[src/rtl/instruction_memory_loader_pkg.sv]
`default_nettype none
// ============================================================================
// Module      : instruction_memory_loader_pkg
// Description : Shared types and constants for the instruction memory loader.
// Revision    : 1.0 - initial release
// ============================================================================
package instruction_memory_loader_pkg;

    localparam int IMEM_ADDR_W = 8;
    localparam int IMEM_DATA_W = 32;
    localparam int MAX_WORDS   = 64;
    localparam int INDEX_W     = 6;

    // Largest count byte that still describes a loadable program
    localparam logic [7:0] MAX_COUNT = 8'(MAX_WORDS);

    typedef enum logic [2:0] {
        ST_IDLE  = 3'd0,
        ST_LOAD  = 3'd1,
        ST_WRITE = 3'd2,
        ST_CHECK = 3'd3,
        ST_DONE  = 3'd4
    } load_state_t;

    // Places one byte into lane idx of a little-endian word
    function automatic logic [IMEM_DATA_W-1:0] insert_byte(
        input logic [IMEM_DATA_W-1:0] word,
        input logic [1:0]             idx,
        input logic [7:0]             data
    );
        logic [IMEM_DATA_W-1:0] result;
        result = word;
        case (idx)
            2'd0:    result[7:0]   = data;
            2'd1:    result[15:8]  = data;
            2'd2:    result[23:16] = data;
            default: result[31:24] = data;
        endcase
        return result;
    endfunction

endpackage
`default_nettype wire

[src/rtl/instruction_memory_loader_word_assembler.sv]
`default_nettype none
// ============================================================================
// Module      : imem_word_assembler
// Description : Collects four bytes, least significant first, into a 32-bit
//               instruction word and flags the cycle the fourth byte arrives.
// Revision    : 1.0 - initial release
// ============================================================================
module imem_word_assembler
    import instruction_memory_loader_pkg::*;
(
    input  logic                   clk,
    input  logic                   rst_n,
    input  logic                   clear,
    input  logic                   shift_en,
    input  logic [7:0]             byte_in,
    output logic [IMEM_DATA_W-1:0] word_next,
    output logic                   complete
);

    logic [IMEM_DATA_W-1:0] word_q;
    logic [1:0]             byte_idx;

    // The word including the byte being accepted now, so the writer can
    // register it on the same edge as the fourth byte
    assign word_next = insert_byte(word_q, byte_idx, byte_in);
    assign complete  = shift_en && (byte_idx == 2'd3);

    // Byte lane counter wraps after the fourth byte, ready for the next word
    always_ff @(posedge clk or negedge rst_n) begin
        if (!rst_n) begin
            word_q   <= '0;
            byte_idx <= 2'd0;
        end else if (clear) begin
            word_q   <= '0;
            byte_idx <= 2'd0;
        end else if (shift_en) begin
            word_q   <= word_next;
            byte_idx <= byte_idx + 2'd1;
        end
    end

endmodule
`default_nettype wire

[src/rtl/instruction_memory_loader.sv]
`default_nettype none
// ============================================================================
// Module      : instruction_memory_loader
// Description : Receives a framed byte stream (count byte N, then 4*N data
//               bytes LSB first), writes the assembled words to consecutive
//               word addresses of the instruction memory and holds the CPU
//               while the program is incomplete.
//               Optional macro IMEM_LOADER_CHECKSUM_EN adds a trailing XOR
//               checksum byte that is verified before the load completes.
// Revision    : 1.0 - initial release
// ============================================================================
module instruction_memory_loader
    import instruction_memory_loader_pkg::*;
(
    input  logic                   clk,
    input  logic                   rst_n,
    input  logic [7:0]             rx_data,
    input  logic                   rx_valid,
    output logic                   rx_ready,
    output logic [IMEM_ADDR_W-1:0] WA,
    output logic [IMEM_DATA_W-1:0] WD,
    output logic                   WE,
    output logic                   cpu_hold,
    output logic                   done,
    output logic                   err
);

    load_state_t            state;
    logic [7:0]             n_words;
    logic [INDEX_W-1:0]     word_idx;
    logic                   accept;
    logic                   count_accept;
    logic                   load_accept;
    logic                   last_word;
    logic [IMEM_DATA_W-1:0] word_next;
    logic                   word_complete;

    assign accept       = rx_valid && rx_ready;
    assign count_accept = accept && (state == ST_IDLE);
    assign load_accept  = accept && (state == ST_LOAD);
    assign last_word    = (8'(word_idx) == (n_words - 8'd1));

    imem_word_assembler u_assembler (
        .clk       (clk),
        .rst_n     (rst_n),
        .clear     (count_accept),
        .shift_en  (load_accept),
        .byte_in   (rx_data),
        .word_next (word_next),
        .complete  (word_complete)
    );

`ifdef IMEM_LOADER_CHECKSUM_EN
    logic [7:0] csum;

    // Running XOR of the data bytes of the current frame
    always_ff @(posedge clk or negedge rst_n) begin
        if (!rst_n) begin
            csum <= 8'h00;
        end else if (count_accept) begin
            csum <= 8'h00;
        end else if (load_accept) begin
            csum <= csum ^ rx_data;
        end
    end
`endif

    // Frame sequencer; every output is registered so rx_ready/WE/done line
    // up with the state they belong to
    always_ff @(posedge clk or negedge rst_n) begin
        if (!rst_n) begin
            state    <= ST_IDLE;
            rx_ready <= 1'b0;
            WA       <= '0;
            WD       <= '0;
            WE       <= 1'b0;
            cpu_hold <= 1'b0;
            done     <= 1'b0;
            err      <= 1'b0;
            n_words  <= 8'd0;
            word_idx <= '0;
        end else begin
            WE   <= 1'b0;
            done <= 1'b0;
            case (state)
                ST_IDLE: begin
                    rx_ready <= 1'b1;
                    if (accept) begin
                        if (rx_data > MAX_COUNT) begin
                            // Oversize program: flag it and keep waiting
                            err <= 1'b1;
                        end else begin
                            err      <= 1'b0;
                            n_words  <= rx_data;
                            word_idx <= '0;
                            if (rx_data == 8'd0) begin
`ifdef IMEM_LOADER_CHECKSUM_EN
                                state    <= ST_CHECK;
                                cpu_hold <= 1'b1;
`else
                                state    <= ST_DONE;
                                done     <= 1'b1;
                                rx_ready <= 1'b0;
                                cpu_hold <= 1'b0;
`endif
                            end else begin
                                state    <= ST_LOAD;
                                cpu_hold <= 1'b1;
                            end
                        end
                    end
                end

                ST_LOAD: begin
                    rx_ready <= 1'b1;
                    if (word_complete) begin
                        state    <= ST_WRITE;
                        rx_ready <= 1'b0;
                        WE       <= 1'b1;
                        WA       <= {word_idx, 2'b00};
                        WD       <= word_next;
                    end
                end

                ST_WRITE: begin
                    if (last_word) begin
`ifdef IMEM_LOADER_CHECKSUM_EN
                        state    <= ST_CHECK;
                        rx_ready <= 1'b1;
`else
                        state    <= ST_DONE;
                        done     <= 1'b1;
                        rx_ready <= 1'b0;
                        cpu_hold <= 1'b0;
`endif
                    end else begin
                        word_idx <= word_idx + INDEX_W'(1);
                        state    <= ST_LOAD;
                        rx_ready <= 1'b1;
                    end
                end

                ST_CHECK: begin
`ifdef IMEM_LOADER_CHECKSUM_EN
                    rx_ready <= 1'b1;
                    if (accept) begin
                        if (rx_data != csum) begin
                            err <= 1'b1;
                        end
                        state    <= ST_DONE;
                        done     <= 1'b1;
                        rx_ready <= 1'b0;
                        cpu_hold <= 1'b0;
                    end
`else
                    state    <= ST_IDLE;
                    rx_ready <= 1'b1;
`endif
                end

                ST_DONE: begin
                    state    <= ST_IDLE;
                    rx_ready <= 1'b1;
                end

                default: begin
                    state    <= ST_IDLE;
                    rx_ready <= 1'b0;
                    cpu_hold <= 1'b0;
                end
            endcase
        end
    end

endmodule
`default_nettype wire
[config.mk]
export PLATFORM = sky130hd
export DESIGN_NAME = instruction_memory_loader
export DESIGN_NICKNAME = d
export VERILOG_FILES = /design/src/rtl/instruction_memory_loader_pkg.sv /design/src/rtl/instruction_memory_loader_word_assembler.sv /design/src/rtl/instruction_memory_loader.sv
export SDC_FILE = /design/constraint.sdc
export NUM_CORES = 1
export LEC_CHECK = 0
export CAP_MARGIN = 20
export CORE_AREA = 4 4 106 98
export DETAILED_ROUTE_END_ITERATION = 7
export DIE_AREA = 0 0 110 102
export PLACE_DENSITY_LB_ADDON = 0.25
export SETUP_SLACK_MARGIN = 0.15
export SLEW_MARGIN = 20
export SYNTH_ARGS = -nofsm -noshare
export SYNTH_HDL_FRONTEND = slang
export SYNTH_SLANG_ARGS = --single-unit
[constraint.sdc]
create_clock -name clk -period 2.75 [get_ports clk]
set_input_delay 0.6875 -clock clk [delete_from_list [all_inputs] [get_ports clk]]
set_output_delay 0.6875 -clock clk [all_outputs]
set_load 0.05 [all_outputs]
==> flow_metrics.py, run 1 <==
metrics = {
    "timing": {
        "period_needed_ns": 2.60,
        "tightest_slew_ns": 0.850,
        "timing.fmax_ghz": 0.385,
        "hold_violations": 0,
        "slew_headroom_pct": 43.2,
        "setup_viol": 0,
        "drv_slew": 0,
        "worst_slack_ns": 0.150,
        "fin_crit_sh_pct": 94.5,
        "holdWs_ns": 0.293,
        "fin_skew_ns": 0.0113,
        "tns_ns": 0,
        "rsz0062_at_grt": "true",
    },
    "finish": {
        "n_antenna_cell": 0,
        "nets": 516,
        "fillers": 816,
        "final_cells": 629,
        "area_delta_synth_final_pct": 22.0,
        "drive_gt1_share_pct": 13.1,
    },
    "synth": {
        "yosysMostFrequentCell": "dfrtp_1",
        "synthAdderAreaFrac_pct": 1.94,
        "yosys_warnings": 0,
        "syn_avg_cell_area_um2": 10.2,
        "ys.flop_type": "dfrtp_1",
        "synth_cell_type_count": 47,
        "ys_ff_latch": 94,
        "ys_top_cells_by_count": "dfrtp_1 (94), a21oi_1 (67), nor2_1 (35), nor2b_1 (34)",
        "synth_compound_area_share_pct": 22.6,
        "synth_area_leaders": "dfrtp_1 (52%), a21oi_1 (7.4%), a22o_1 (6.2%)",
        "synth_top_area_share_pct": 52.1,
        "synth_top_area_cell": "dfrtp_1",
        "yosysSeqAreaShare_pct": 52.1,
        "synth_area_um2": 4510,
        "syn_inst": 442,
        "muxShareOfSynthArea_pct": 3.69,
        "async_flop_share_pct": 100,
        "synth-edff-count": 0,
        "synth_top_family_by_area": "compound AO/OA/AOI/OAI gates",
        "yosys.area_share.simple_pct": 14.3,
        "synth_xor_area_share_pct": 1.36,
    },
    "place": {
        "place_congestion": 0.840,
        "hpwlAfterDp_mm": 7.01,
        "dp_cells": 610,
        "portBuffers": 53,
        "place_worst_setup_slack_ns": -0.00252,
    },
    "flow_run": {
        "cap_violations": 0,
    },
    "worst_setup_path": {
        "reg2regPathDepth": 6,
        "path_cells": "or3_4, o31a_1, or4_1, a2111o_1, a22o_4, o211ai_1",
        "slowest_delay_ns": 0.49,
        "path_delay_family": "compound AO/OA/AOI/OAI gates",
        "worst_r2r_startpoint": "n_words[4]",
        "crit_required_ns": 3.03,
        "cp_slowest_cell": "a2111o_1",
        "endpoint_kind": "flop",
        "critical_path_buf_inv_count": 0,
        "worstPathMaxFanout": 6,
        "critical_path_class": "flop to flop",
        "r2r_slack_ns": 0.15,
        "reg2reg_to": "word_idx[3]",
        "cp-start-kind": "flop",
        "arrival_ns": 2.88,
    },
    "global_route": {
        "track_usage_pct": 19.4,
        "grt_pass1_wl_mm": 16.9,
        "grt_antenna_before_repair": 0,
        "grt_max_degree": 43,
        "overflow": 0,
        "grt_pass1_vias": 3279,
    },
    "clock_tree": {
        "numCtsBuffers": 9,
        "cts_sinks": 94,
        "path_clk_slew_ns": 0.10,
        "cts-root-buf": "clkbuf_8",
        "cts_tree": "built",
        "max-clock-path-buffers": 2,
        "htreeDepth": 3,
        "insertion_delay_ns": 0.36,
    },
    "drt": {
        "vias_per_cell": 5.52,
        "routed_wl_mm": 10.2,
        "vias": 3469,
        "avgRoutedWirePerCell_um": 16.2,
        "drt.antenna.violating_nets": 0,
        "drc": 0,
        "drt_pass1_iterations": 4,
        "drt_iter0_drc": 185,
    },
    "die": {
        "dieHeight_um": 102,
        "rows": 34,
        "die_area_um2": 11200,
        "chipWidth_um": 110,
        "pin_count": 56,
        "coreArea_um2": 9400,
        "initial_core_util_pct": 48.0,
    },
    "power": {
        "vdd_drop_max_mv": 0.662,
        "p_per_area_nw_per_um2": 1260,
        "p_leak_nw": 2.64,
    },
    "hold_path": {
        "hp-class": "primary input to asynchronous set/reset pin",
    },
    "run_status": {
        "status": "complete, no violations",
    },
}
==> cells in the final DEF (no fill, tap or decap), drive strengths merged, types with 3 or more instances in the layout <==
master / instances
nand2: 8
nor3: 7
and2: 5
or4: 3
nor2: 35
ha: 7
a21o: 32
a22o: 33
and3: 6
clkbuf: 12
buf: 28
dfrtp: 94
clkdlybuf4s50: 52
inv: 10
o21ai: 11
mux2: 13
nor2b: 34
or3: 4
xor2: 5
nand3: 6
a21oi: 67
==> area by class of cell <==
cell class | count | area [um^2] | area share (%)
well taps | 126 | 158 | 2.86
repair buffers | 80 | 743 | 13.5
clock inverters | 4 | 53.8 | 0.977
clock buffers | 12 | 155 | 2.82
flip-flops and latches | 94 | 2350 | 42.8
inverters | 9 | 33.8 | 0.614
multi-input cells | 304 | 2010 | 36.5
==> report_power, final <==
group	switching (mW)	internal, mW
Sequential	0.399	1.96
Clock	0.493	0.474
Combinational	2.14	1.46
Total	3.03	3.89
==> sequential cells by signal (all words and copies together), names as in the netlist <==
register,flops
state,3
err,1
cpu_hold,1
rx_ready,1
word_idx,6
WD,32
n_words,8
u_assembler.word_q,32
done,1
u_assembler.byte_idx,2
WE,1
WA,6
==> per-stage QoR <==
stage | cell area [um^2] | util [%] | total power, mW
2_1_floorplan | 4520 | - | 4.86
3_3_place_gp | 5250 | 55.9 | 5.84
3_5_place_dp | 5250 | 55.9 | 5.93
4_1_cts | 5460 | 58.1 | 6.91
5_1_grt | 5510 | 58.6 | 7.38
6_report | 5510 | 58.6 | 6.92
==> kinds of logic (layout without fill, tap and decap cells) <==
| kind of cell | after synthesis | count (layout) |
|---|---|---|
| multiplexers | 15 | 15 |
| XOR/XNOR | 7 | 7 |
| buffers and inverters | 45 | 105 |
| AND/OR/NAND/NOR | 119 | 119 |
| flip-flops | 94 | 94 |
| adder cells (fa/ha/maj) | 7 | 7 |
| AO/OA/AOI/OAI | 154 | 154 |
| other | 1 | 2 |
==> what timing repair did <==
item / in CTS / in global routing
pin swaps: 1 / 6
hold buffers: 0 / 0
resized for setup: 0 / 6
setup endpoints to repair: 4 / 8
buffers inserted: 0 / 3
gates cloned: 0 / 0
endpoints found under the hold margin: 0 / 0
==> worst reg2reg max path, delay by kind of cell (launching register included) <==
family / cells / cell delay (ns)
AO/OA/AOI/OAI: 4 / 1.27
AND/OR/NAND/NOR: 2 / 0.81
flip-flops: 1 / 0.44
==> how the worst max path moves through the flow <==
stage	endpoint	slack, ns	from	depth (start not counted)
final	word_idx[3]	0.15	n_words[4]	6
after global routing	word_idx[3]	0.05	n_words[4]	6
after CTS	word_idx[3]	0.15	n_words[4]	6
after detailed placement	n_words[1]	-0.003	rx_data[0]	5
after global placement	n_words[4]	0.01	rx_data[0]	5
after floorplan	word_idx[1]	0.16	n_words[2]	6
==> metal layers <==
layer  global-route usage (%)  vias to the layer above  routed length [um]
li1                         -                     1676                   -
met1                     28.3                     1712                4690
met2                     29.2                       73                4830
met3                     3.66                        8                 580
met4                     6.33                        0                 106
met5                        0                        -                   0
Power figures use the tool's default switching activity.
==> run 2: changes to the inputs <==
--- a/config.mk
+++ b/config.mk
@@ -7,6 +7,7 @@
 export LEC_CHECK = 0
 export CAP_MARGIN = 20
 export CORE_AREA = 4 4 106 98
+export CTS_CLUSTER_DIAMETER = 80
 export DETAILED_ROUTE_END_ITERATION = 7
 export DIE_AREA = 0 0 110 102
 export PLACE_DENSITY_LB_ADDON = 0.25
==> results of run 2 <==
Same layout as run 1: the final DEF is identical, and so are final timing and power.
